## config.mk

```make
export PLATFORM = sky130hd
export DESIGN_NAME = systolic_feeder_flat
export DESIGN_NICKNAME = d
export VERILOG_FILES = /design/src/rtl/systolic_pkg.sv /design/src/rtl/systolic_feeder_if.sv /design/src/rtl/systolic_skew_lane.sv /design/src/rtl/systolic_feeder.sv /design/src/flat_wrapper.sv
export SDC_FILE = /design/constraint.sdc
export NUM_CORES = 2
export LEC_CHECK = 0
export CORE_ASPECT_RATIO = 0.6
export CORE_MARGIN = 2
export CORE_UTILIZATION = 31
export DETAILED_ROUTE_END_ITERATION = 7
export GPL_TIMING_DRIVEN = 0
export MAX_ROUTING_LAYER = met4
export PLACE_DENSITY_LB_ADDON = 0.1
export SYNTH_ARGS = -nofsm -noshare
export SYNTH_HDL_FRONTEND = slang
export SYNTH_SLANG_ARGS = --single-unit
```

## constraint.sdc

```tcl
create_clock -name clk -period 14.1 [get_ports clk]
set_clock_uncertainty 0.2 [all_clocks]
set_input_delay 3.525 -clock clk [delete_from_list [all_inputs] [get_ports clk]]
set_output_delay 3.525 -clock clk [all_outputs]
set_load 0.02 [all_outputs]
```

## src/rtl/systolic_pkg.sv

```systemverilog
`default_nettype none
// ============================================================================
//  Module   : systolic_pkg
//  Purpose  : Shared dimensions, lane slicing and FSM encoding for the
//             systolic array feeder.
//  Revision : 1.0  initial release
// ============================================================================
package systolic_pkg;

    // Array dimension (rows = cols = reduction depth) and element width
    localparam int N      = 8;
    localparam int DATA_W = 16;

    // One lane of a beat / output bus is one element
    localparam int LANE_W = DATA_W;
    localparam int BUS_W  = N * LANE_W;

    // Step counter covers 0..2N-2, beat counter covers 0..2N-1
    localparam int T_W = $clog2(2 * N);
    localparam int B_W = $clog2(2 * N);

    // Feeder FSM encoding
    localparam int         ST_W      = 2;
    localparam logic [1:0] ST_LOAD   = 2'd0;
    localparam logic [1:0] ST_STREAM = 2'd1;
    localparam logic [1:0] ST_DRAIN  = 2'd2;

    // Extract lane k from a packed N-lane word
    function automatic logic [LANE_W-1:0] get_lane(input logic [BUS_W-1:0] w, input int k);
        return w[k*LANE_W +: LANE_W];
    endfunction

endpackage
`default_nettype wire

```

## src/rtl/systolic_feeder_if.sv

```systemverilog
`default_nettype none
// ============================================================================
//  Module   : systolic_feeder_if
//  Purpose  : Loader handshake and array-facing bus of the systolic feeder.
//             master = loader/array side, slave = feeder.
//  Revision : 1.0  initial release
// ============================================================================
interface systolic_feeder_if #(
    parameter int N      = systolic_pkg::N,
    parameter int DATA_W = systolic_pkg::DATA_W
);
    logic                in_valid;
    logic                in_ready;
    logic [N*DATA_W-1:0] in_data;
    logic [N*DATA_W-1:0] act_out;
    logic [N*DATA_W-1:0] wgt_out;
    logic [N-1:0]        row_done;
    logic                array_en;
    logic                busy;
    logic                batch_done;

    modport master (
        output in_valid, in_data,
        input  in_ready, act_out, wgt_out, row_done, array_en, busy, batch_done
    );

    modport slave (
        input  in_valid, in_data,
        output in_ready, act_out, wgt_out, row_done, array_en, busy, batch_done
    );
endinterface
`default_nettype wire

```

## src/rtl/systolic_skew_lane.sv

```systemverilog
`default_nettype none
// ============================================================================
//  Module   : systolic_skew_lane
//  Purpose  : Selects the element a lane presents at step t. The lane with
//             index L emits element (t-L) of its N stored elements while
//             L <= t < L+N, and zero otherwise. The done flag marks the step
//             carrying the lane's last element (t = L+N-1).
//  Revision : 1.0  initial release
// ============================================================================
module systolic_skew_lane
    import systolic_pkg::*;
(
    input  wire logic [BUS_W-1:0]  i_elems,
    input  wire logic [T_W-1:0]    i_t,
    input  wire logic [T_W-1:0]    i_lane,
    output logic      [LANE_W-1:0] o_elem,
    output logic                   o_done
);

    // One extra bit so lane+N cannot wrap
    logic [T_W:0]   w_t_ext;
    logic [T_W:0]   w_lo;
    logic [T_W:0]   w_hi;
    logic [T_W:0]   w_last;
    logic           w_in_window;
    logic [T_W-1:0] w_idx;

    assign w_t_ext     = {1'b0, i_t};
    assign w_lo        = {1'b0, i_lane};
    assign w_hi        = w_lo + (T_W+1)'(N);
    assign w_last      = w_hi - (T_W+1)'(1);
    assign w_in_window = (w_t_ext >= w_lo) && (w_t_ext < w_hi);
    assign w_idx       = i_t - i_lane;
    assign o_done      = (w_t_ext == w_last);

    // Mux the element at offset t-lane; zero outside the skew window
    always_comb begin
        o_elem = '0;
        for (int k = 0; k < N; k++) begin
            if (w_in_window && (w_idx == T_W'(k))) begin
                o_elem = get_lane(i_elems, k);
            end
        end
    end

endmodule
`default_nettype wire

```

## src/rtl/systolic_feeder.sv

```systemverilog
`default_nettype none
// ============================================================================
//  Module   : systolic_feeder
//  Purpose  : Collects an N x N activation matrix A (rows) and weight matrix
//             B (columns) from a valid/ready loader, then streams them into an
//             output-stationary systolic array with diagonal skew, followed by
//             a drain window with the array still enabled.
//  Revision : 1.0  initial release
// ============================================================================
module systolic_feeder
    import systolic_pkg::*;
#(
    parameter int DRAIN_CYCLES = 16
) (
    input wire logic           clk,
    input wire logic           rst_n,
    systolic_feeder_if.slave   bus
);

    localparam int D_W = (DRAIN_CYCLES > 1) ? $clog2(DRAIN_CYCLES) : 1;

    localparam logic [B_W-1:0] C_LAST_BEAT  = B_W'(2 * N - 1);
    localparam logic [T_W-1:0] C_LAST_STEP  = T_W'(2 * N - 2);
    localparam logic [D_W-1:0] C_LAST_DRAIN = D_W'(DRAIN_CYCLES - 1);

    // FSM and counters
    logic [ST_W-1:0] r_state;
    logic [ST_W-1:0] w_state_nxt;
    logic [B_W-1:0]  r_beat;
    logic [B_W-1:0]  w_beat_nxt;
    logic [T_W-1:0]  r_t;
    logic [T_W-1:0]  w_t_nxt;
    logic [D_W-1:0]  r_drain;
    logic [D_W-1:0]  w_drain_nxt;

    // Beat storage: r_a[i] is row i of A, r_b[j] is column j of B. A column
    // of B arrives as a single beat, so each lane indexes its own word.
    logic [BUS_W-1:0] r_a [N];
    logic [BUS_W-1:0] r_b [N];

    // Registered outputs and their next values
    logic             r_in_ready, w_in_ready_nxt;
    logic [BUS_W-1:0] r_act,      w_act_nxt;
    logic [BUS_W-1:0] r_wgt,      w_wgt_nxt;
    logic [N-1:0]     r_row_done, w_row_done_nxt;
    logic             r_array_en, w_array_en_nxt;
    logic             r_busy,     w_busy_nxt;
    logic             r_batch_done, w_batch_done_nxt;

    // Lane selections for the step about to be presented
    logic [LANE_W-1:0] w_act_lane [N];
    logic [LANE_W-1:0] w_wgt_lane [N];
    logic [N-1:0]      w_act_done;
    logic [N-1:0]      w_wgt_done;

    // in_ready is only high in LOAD, so it alone qualifies a transfer
    logic w_xfer;
    assign w_xfer = bus.in_valid & r_in_ready;

    // State register: FSM and counters, cleared asynchronously
    always_ff @(posedge clk or negedge rst_n) begin
        if (!rst_n) begin
            r_state <= ST_LOAD;
            r_beat  <= '0;
            r_t     <= '0;
            r_drain <= '0;
        end else begin
            r_state <= w_state_nxt;
            r_beat  <= w_beat_nxt;
            r_t     <= w_t_nxt;
            r_drain <= w_drain_nxt;
        end
    end

    // Next-state logic: LOAD counts beats, STREAM counts steps, DRAIN counts idle cycles
    always_comb begin
        w_state_nxt = r_state;
        w_beat_nxt  = r_beat;
        w_t_nxt     = r_t;
        w_drain_nxt = r_drain;
        case (r_state)
            ST_LOAD: begin
                if (w_xfer) begin
                    if (r_beat == C_LAST_BEAT) begin
                        w_state_nxt = ST_STREAM;
                        w_beat_nxt  = '0;
                        w_t_nxt     = '0;
                    end else begin
                        w_beat_nxt = r_beat + B_W'(1);
                    end
                end
            end
            ST_STREAM: begin
                if (r_t == C_LAST_STEP) begin
                    w_state_nxt = ST_DRAIN;
                    w_t_nxt     = '0;
                    w_drain_nxt = '0;
                end else begin
                    w_t_nxt = r_t + T_W'(1);
                end
            end
            ST_DRAIN: begin
                if (r_drain == C_LAST_DRAIN) begin
                    w_state_nxt = ST_LOAD;
                    w_drain_nxt = '0;
                end else begin
                    w_drain_nxt = r_drain + D_W'(1);
                end
            end
            default: begin
                w_state_nxt = ST_LOAD;
                w_beat_nxt  = '0;
                w_t_nxt     = '0;
                w_drain_nxt = '0;
            end
        endcase
    end

    // Beat storage: beats 0..N-1 fill A rows, beats N..2N-1 fill B columns
    always_ff @(posedge clk) begin
        if (w_xfer) begin
            for (int k = 0; k < N; k++) begin
                if (r_beat == B_W'(k)) begin
                    r_a[k] <= bus.in_data;
                end
                if (r_beat == B_W'(N + k)) begin
                    r_b[k] <= bus.in_data;
                end
            end
        end
    end

    generate
        for (genvar i = 0; i < N; i++) begin : g_lane
            systolic_skew_lane u_act (
                .i_elems (r_a[i]),
                .i_t     (w_t_nxt),
                .i_lane  (T_W'(i)),
                .o_elem  (w_act_lane[i]),
                .o_done  (w_act_done[i])
            );
            systolic_skew_lane u_wgt (
                .i_elems (r_b[i]),
                .i_t     (w_t_nxt),
                .i_lane  (T_W'(i)),
                .o_elem  (w_wgt_lane[i]),
                .o_done  (w_wgt_done[i])
            );
        end
    endgenerate

    // Output logic: values for the cycle the FSM is entering
    always_comb begin
        w_act_nxt        = '0;
        w_wgt_nxt        = '0;
        w_row_done_nxt   = '0;
        w_in_ready_nxt   = (w_state_nxt == ST_LOAD);
        w_busy_nxt       = (w_state_nxt != ST_LOAD);
        w_array_en_nxt   = (w_state_nxt != ST_LOAD);
        w_batch_done_nxt = (r_state == ST_DRAIN) && (w_state_nxt == ST_LOAD);
        if (w_state_nxt == ST_STREAM) begin
            for (int i = 0; i < N; i++) begin
                w_act_nxt[i*LANE_W +: LANE_W] = w_act_lane[i];
                w_wgt_nxt[i*LANE_W +: LANE_W] = w_wgt_lane[i];
            end
            // Row i's last A element and column i's last B element land on
            // the same step, so both lane flags agree
            w_row_done_nxt = w_act_done & w_wgt_done;
        end
    end

    // Output registers, cleared asynchronously
    always_ff @(posedge clk or negedge rst_n) begin
        if (!rst_n) begin
            r_in_ready   <= 1'b0;
            r_act        <= '0;
            r_wgt        <= '0;
            r_row_done   <= '0;
            r_array_en   <= 1'b0;
            r_busy       <= 1'b0;
            r_batch_done <= 1'b0;
        end else begin
            r_in_ready   <= w_in_ready_nxt;
            r_act        <= w_act_nxt;
            r_wgt        <= w_wgt_nxt;
            r_row_done   <= w_row_done_nxt;
            r_array_en   <= w_array_en_nxt;
            r_busy       <= w_busy_nxt;
            r_batch_done <= w_batch_done_nxt;
        end
    end

    assign bus.in_ready   = r_in_ready;
    assign bus.act_out    = r_act;
    assign bus.wgt_out    = r_wgt;
    assign bus.row_done   = r_row_done;
    assign bus.array_en   = r_array_en;
    assign bus.busy       = r_busy;
    assign bus.batch_done = r_batch_done;

endmodule
`default_nettype wire

```

## src/flat_wrapper.sv

```systemverilog
// flat-port wrapper written by rule: the top's interface ports become plain ports
module systolic_feeder_flat import systolic_pkg::*;
#(
    parameter int DRAIN_CYCLES = 16
)
  (clk, rst_n, bus_in_valid, bus_in_data, bus_in_ready, bus_act_out, bus_wgt_out, bus_row_done, bus_array_en, bus_busy, bus_batch_done);
  systolic_feeder_if bus_i ();
  input wire logic clk;
  input wire logic rst_n;
  input wire logic [$bits(bus_i.in_valid)-1:0] bus_in_valid;
  input wire logic [$bits(bus_i.in_data)-1:0] bus_in_data;
  output wire logic [$bits(bus_i.in_ready)-1:0] bus_in_ready;
  output wire logic [$bits(bus_i.act_out)-1:0] bus_act_out;
  output wire logic [$bits(bus_i.wgt_out)-1:0] bus_wgt_out;
  output wire logic [$bits(bus_i.row_done)-1:0] bus_row_done;
  output wire logic [$bits(bus_i.array_en)-1:0] bus_array_en;
  output wire logic [$bits(bus_i.busy)-1:0] bus_busy;
  output wire logic [$bits(bus_i.batch_done)-1:0] bus_batch_done;
  assign bus_i.in_valid = bus_in_valid;
  assign bus_i.in_data = bus_in_data;
  assign bus_in_ready = bus_i.in_ready;
  assign bus_act_out = bus_i.act_out;
  assign bus_wgt_out = bus_i.wgt_out;
  assign bus_row_done = bus_i.row_done;
  assign bus_array_en = bus_i.array_en;
  assign bus_busy = bus_i.busy;
  assign bus_batch_done = bus_i.batch_done;
  systolic_feeder #(.DRAIN_CYCLES(DRAIN_CYCLES)) u_core (.clk(clk), .rst_n(rst_n), .bus(bus_i));
endmodule
```

==> results_dict.tcl <==
set metrics [dict create \
    cap_viol_max_count 3 \
    syn-num-nets 5050 \
    cts_hold_buffers 0 \
    wl_mm 407 \
    design_area_mm2 0.104 \
    port_buffers 398 \
    die_x_um 680 \
    regToRegSetupSlack_ps 5940 \
    clk_latency_ps 910 \
    die_area_mm2 0.278 \
    power_leakage_nw 33.2 \
    synthTopCellsByArea "edfxtp_1 72%, dfrtp_1 8.3%, a22oi_1 2.0%" \
    place.gp.congestion 0.912 \
    hold_viol_final 0 \
    ctsLongestPathBuffers 4 \
    num-nets-final 5837 \
    hold_path.startpoint "u_core.r_a[0][250]$_DFFE_PP_" \
    postCtsSetupRepairBufs 0 \
    slew-limit-headroom_pct -7.40 \
    ys_warn_count 0 \
    synth_area_leader_cell "edfxtp_1" \
    ys_ff_latch 2329 \
    hpwl_mm 281 \
    ys.flop_type "edfxtp_1" \
    layout-drive-gt1-share_pct 13.1 \
    synth_area_per_cell_um2 17.3 \
    r2r_end "u_core.bus.wgt_out[16]$_DFF_PN0_" \
    grt_pass1_wl_mm 521 \
    hold_ws_ps 267 \
    crit_required_ps 14600 \
    synth_top_area_share_pct 72.4 \
    die_h_um 409 \
    hold_class "reg2reg" \
    synth-async-reset-ratio_pct 12.1 \
    clock.fmax_ghz 0.0940 \
    end_kind "flip-flop" \
    drc 0 \
    grt_use_total_pct 29.3 \
    vias 57575 \
    synth-edff-count 2048 \
    final_core_util_pct 38.3 \
    synth_cell_types 77 \
    grt_max_degree 96 \
    cts_tree "built" \
    rows 148 \
    grt_overflow 0 \
    placed_cell_area_mm2 0.0961 \
    synth_cells 4899 \
    hold_end "u_core.bus.act_out[26]$_DFF_PN0_" \
    antenna_found_initial 159 \
    grt_pass1_vias 51311 \
    setup-violations-final 0 \
    avgRoutedWirePerCell_um 42.4 \
    cts_sinks 2329 \
    ff2ff_path_depth 17 \
    cts-root-buf "clkbuf_16" \
    cts_resized 0 \
    worst_ir_drop_vdd_v 0.000118 \
    cp-start-kind "primary input" \
    placed_cells 9052 \
    first_pass_iters 8 \
    rsz0062_at_grt "false" \
    r2r_start "u_core.r_state[0]$_DFF_PN0_" \
    violations "max-capacitance violations, max-slew violations" \
    status "complete, but fails checks" \
    fin_crit_sh_pct 75.4 \
    path_max_fanout 12 \
    pin_count 399 \
    critPathKind "in2reg" \
    htreeDepth 4 \
    cts_buffers 230 \
    min_period_ps 10640 \
    min_path_cells 2 \
    stdcell_count 9595 \
    worstMarginPinSlew_ps 1610 \
    ant_nets 0 \
    syn_to_final_growth_pct 22.5 \
    yosysSeqAreaShare_pct 80.7 \
    first_iter_violations 12804 \
    syn_area_mm2 0.0849 \
    core_mm2 0.272 \
    powerDensity_mw_per_mm2 184 \
    report.final.slew_viol_count 22 \
    clk_pin_slew_worst_paths_ps 60 \
    initial_core_util_pct 31.2 \
    vias_per_cell 6.00 \
    arrival_ps 11140 \
]
-- synthesized netlist by cell type, types with 5 or more instances --
library cell and instances:
or3_1 12, nor2_1 110, edfxtp_1 2048, a221o_1 24, clkbuf_1 281, buf_6 6, a2111oi_0 6, nand2b_1 5
a22oi_1 225, a21oi_1 267, a2bb2oi_1 36, o211ai_1 64, o31ai_1 34, a221oi_1 147, inv_1 28, a21o_1 5
nand3_1 161, nand2_1 118, o32ai_1 20, a222oi_1 60, and3_1 65, o21ai_0 210, a22o_1 54, xnor2_1 8
or4_1 11, o211a_1 26, a32oi_1 17, buf_2 35, and2_1 17, nand4_1 17, o221ai_1 109, a31oi_1 48
o22ai_1 85, ha_1 20, nor3_1 43, buf_1 10, dfrtp_1 281, o21ai_1 15, o22a_1 40, a211oi_1 31
o22ai_2 30, o2111a_1 10
-- worst max-delay path by stage --
| stage | start | end | slack, ps | cells after the start |
|---|---|---|---|---|
| finish | bus_in_valid | u_core.bus.wgt_out[16]$_DFF_PN0_ | 3460 | 16 |
| floorplan | bus_in_valid | u_core.bus.act_out[100]$_DFF_PN0_ | 2830 | 10 |
| global route | bus_in_valid | u_core.bus.wgt_out[16]$_DFF_PN0_ | 3540 | 16 |
| CTS | bus_in_valid | u_core.bus.act_out[21]$_DFF_PN0_ | 3820 | 16 |
| global placement | rst_n | u_core.bus.act_out[67]$_DFF_PN0_ | -4560 | 1 |
| detailed placement | bus_in_valid | u_core.bus.act_out[21]$_DFF_PN0_ | 2880 | 16 |
-- where the power goes --
part	switching, W	internal (W)
Combinational	0.00335	0.00113
Sequential	0.000136	0.00810
Clock	0.00283	0.00358
-- metrics by stage --
| stage | setup slack (ps) | power, W | TNS, ps |
|---|---|---|---|
| global route | 3540 | 0.0197 | 0 |
| detailed placement | 2880 | 0.0128 | 0 |
| floorplan | 2830 | 0.0105 | 0 |
| finish | 3460 | 0.0191 | 0 |
| CTS | 3820 | 0.0191 | 0 |
| global placement | -4560 | 0.0127 | -1891710 |
-- cells in the final DEF, fill, tap and decap left out, types with 58 or more instances in the layout --
master,synthesis,routed
buf_12,0,117
diode_2,0,118
a21oi_1,267,267
edfxtp_1,2048,2048
clkbuf_1,281,325
a221oi_1,147,146
clkdlybuf4s50_1,0,269
nand3_1,161,161
a22oi_1,225,225
o21ai_0,210,210
o221ai_1,109,109
nor2_1,110,108
a222oi_1,60,60
clkbuf_16,0,236
nand2_1,118,118
buf_2,35,156
o211ai_1,64,64
dfrtp_1,281,281
o22ai_1,85,84
and3_1,65,58
-- flip-flops by register name (all words and copies together) (netlist names) --
register / flops
u_core.r_a: 1024
u_core.r_t: 4
u_core.r_b: 1024
u_core.bus.row_done: 8
u_core.bus.in_ready: 1
u_core.r_beat: 4
u_core.r_drain: 4
u_core.bus.batch_done: 1
u_core.bus.act_out: 128
u_core.bus.wgt_out: 128
u_core.r_state: 2
u_core.bus.array_en: 1
-- logic make-up after synthesis --
group | count (synthesis) | synth area share (%)
fa+ha+maj | 20 | 0.295
compound gates | 1585 | 13.6
xor+xnor | 9 | 0.102
mux | 1 | 0.0133
buf+inv | 365 | 1.73
simple gates | 590 | 3.53
flops | 2329 | 80.7
-- per-layer routing --
metal | routed length (um) | vias up | track usage (%)
met5 | 0 | - | -
met4 | 10000 | 0 | 7.33
met3 | 50600 | 466 | 6.71
met2 | 172000 | 4382 | 40.6
met1 | 174000 | 30702 | 43.2
li1 | - | 22025 | -
-- final cells by class --
cell class	instances	area, um^2
sequential	2329	68500
multi-input combinational	2205	15000
inverter	31	116
antenna	118	295
timing repair buffer	555	6640
buffer	334	1350
clock buffer	307	6380
tap	3600	4500
clock inverter	116	1200
fill	25217	168000
-- critical path, stage by stage --
cell and delay, ps:
clkdlybuf4s50_1 580, and3b_1 190, clkbuf_1 270, a211oi_1 210, nor2_2 410, inv_2 200, buf_2 280, ha_1 220
buf_1 390, or2_2 490, nor2_1 1080, nand3_1 950, a31oi_1 960, clkbuf_1 560, a21oi_1 130, o31ai_1 670
No activity file was read; power rests on OpenSTA's default activity.
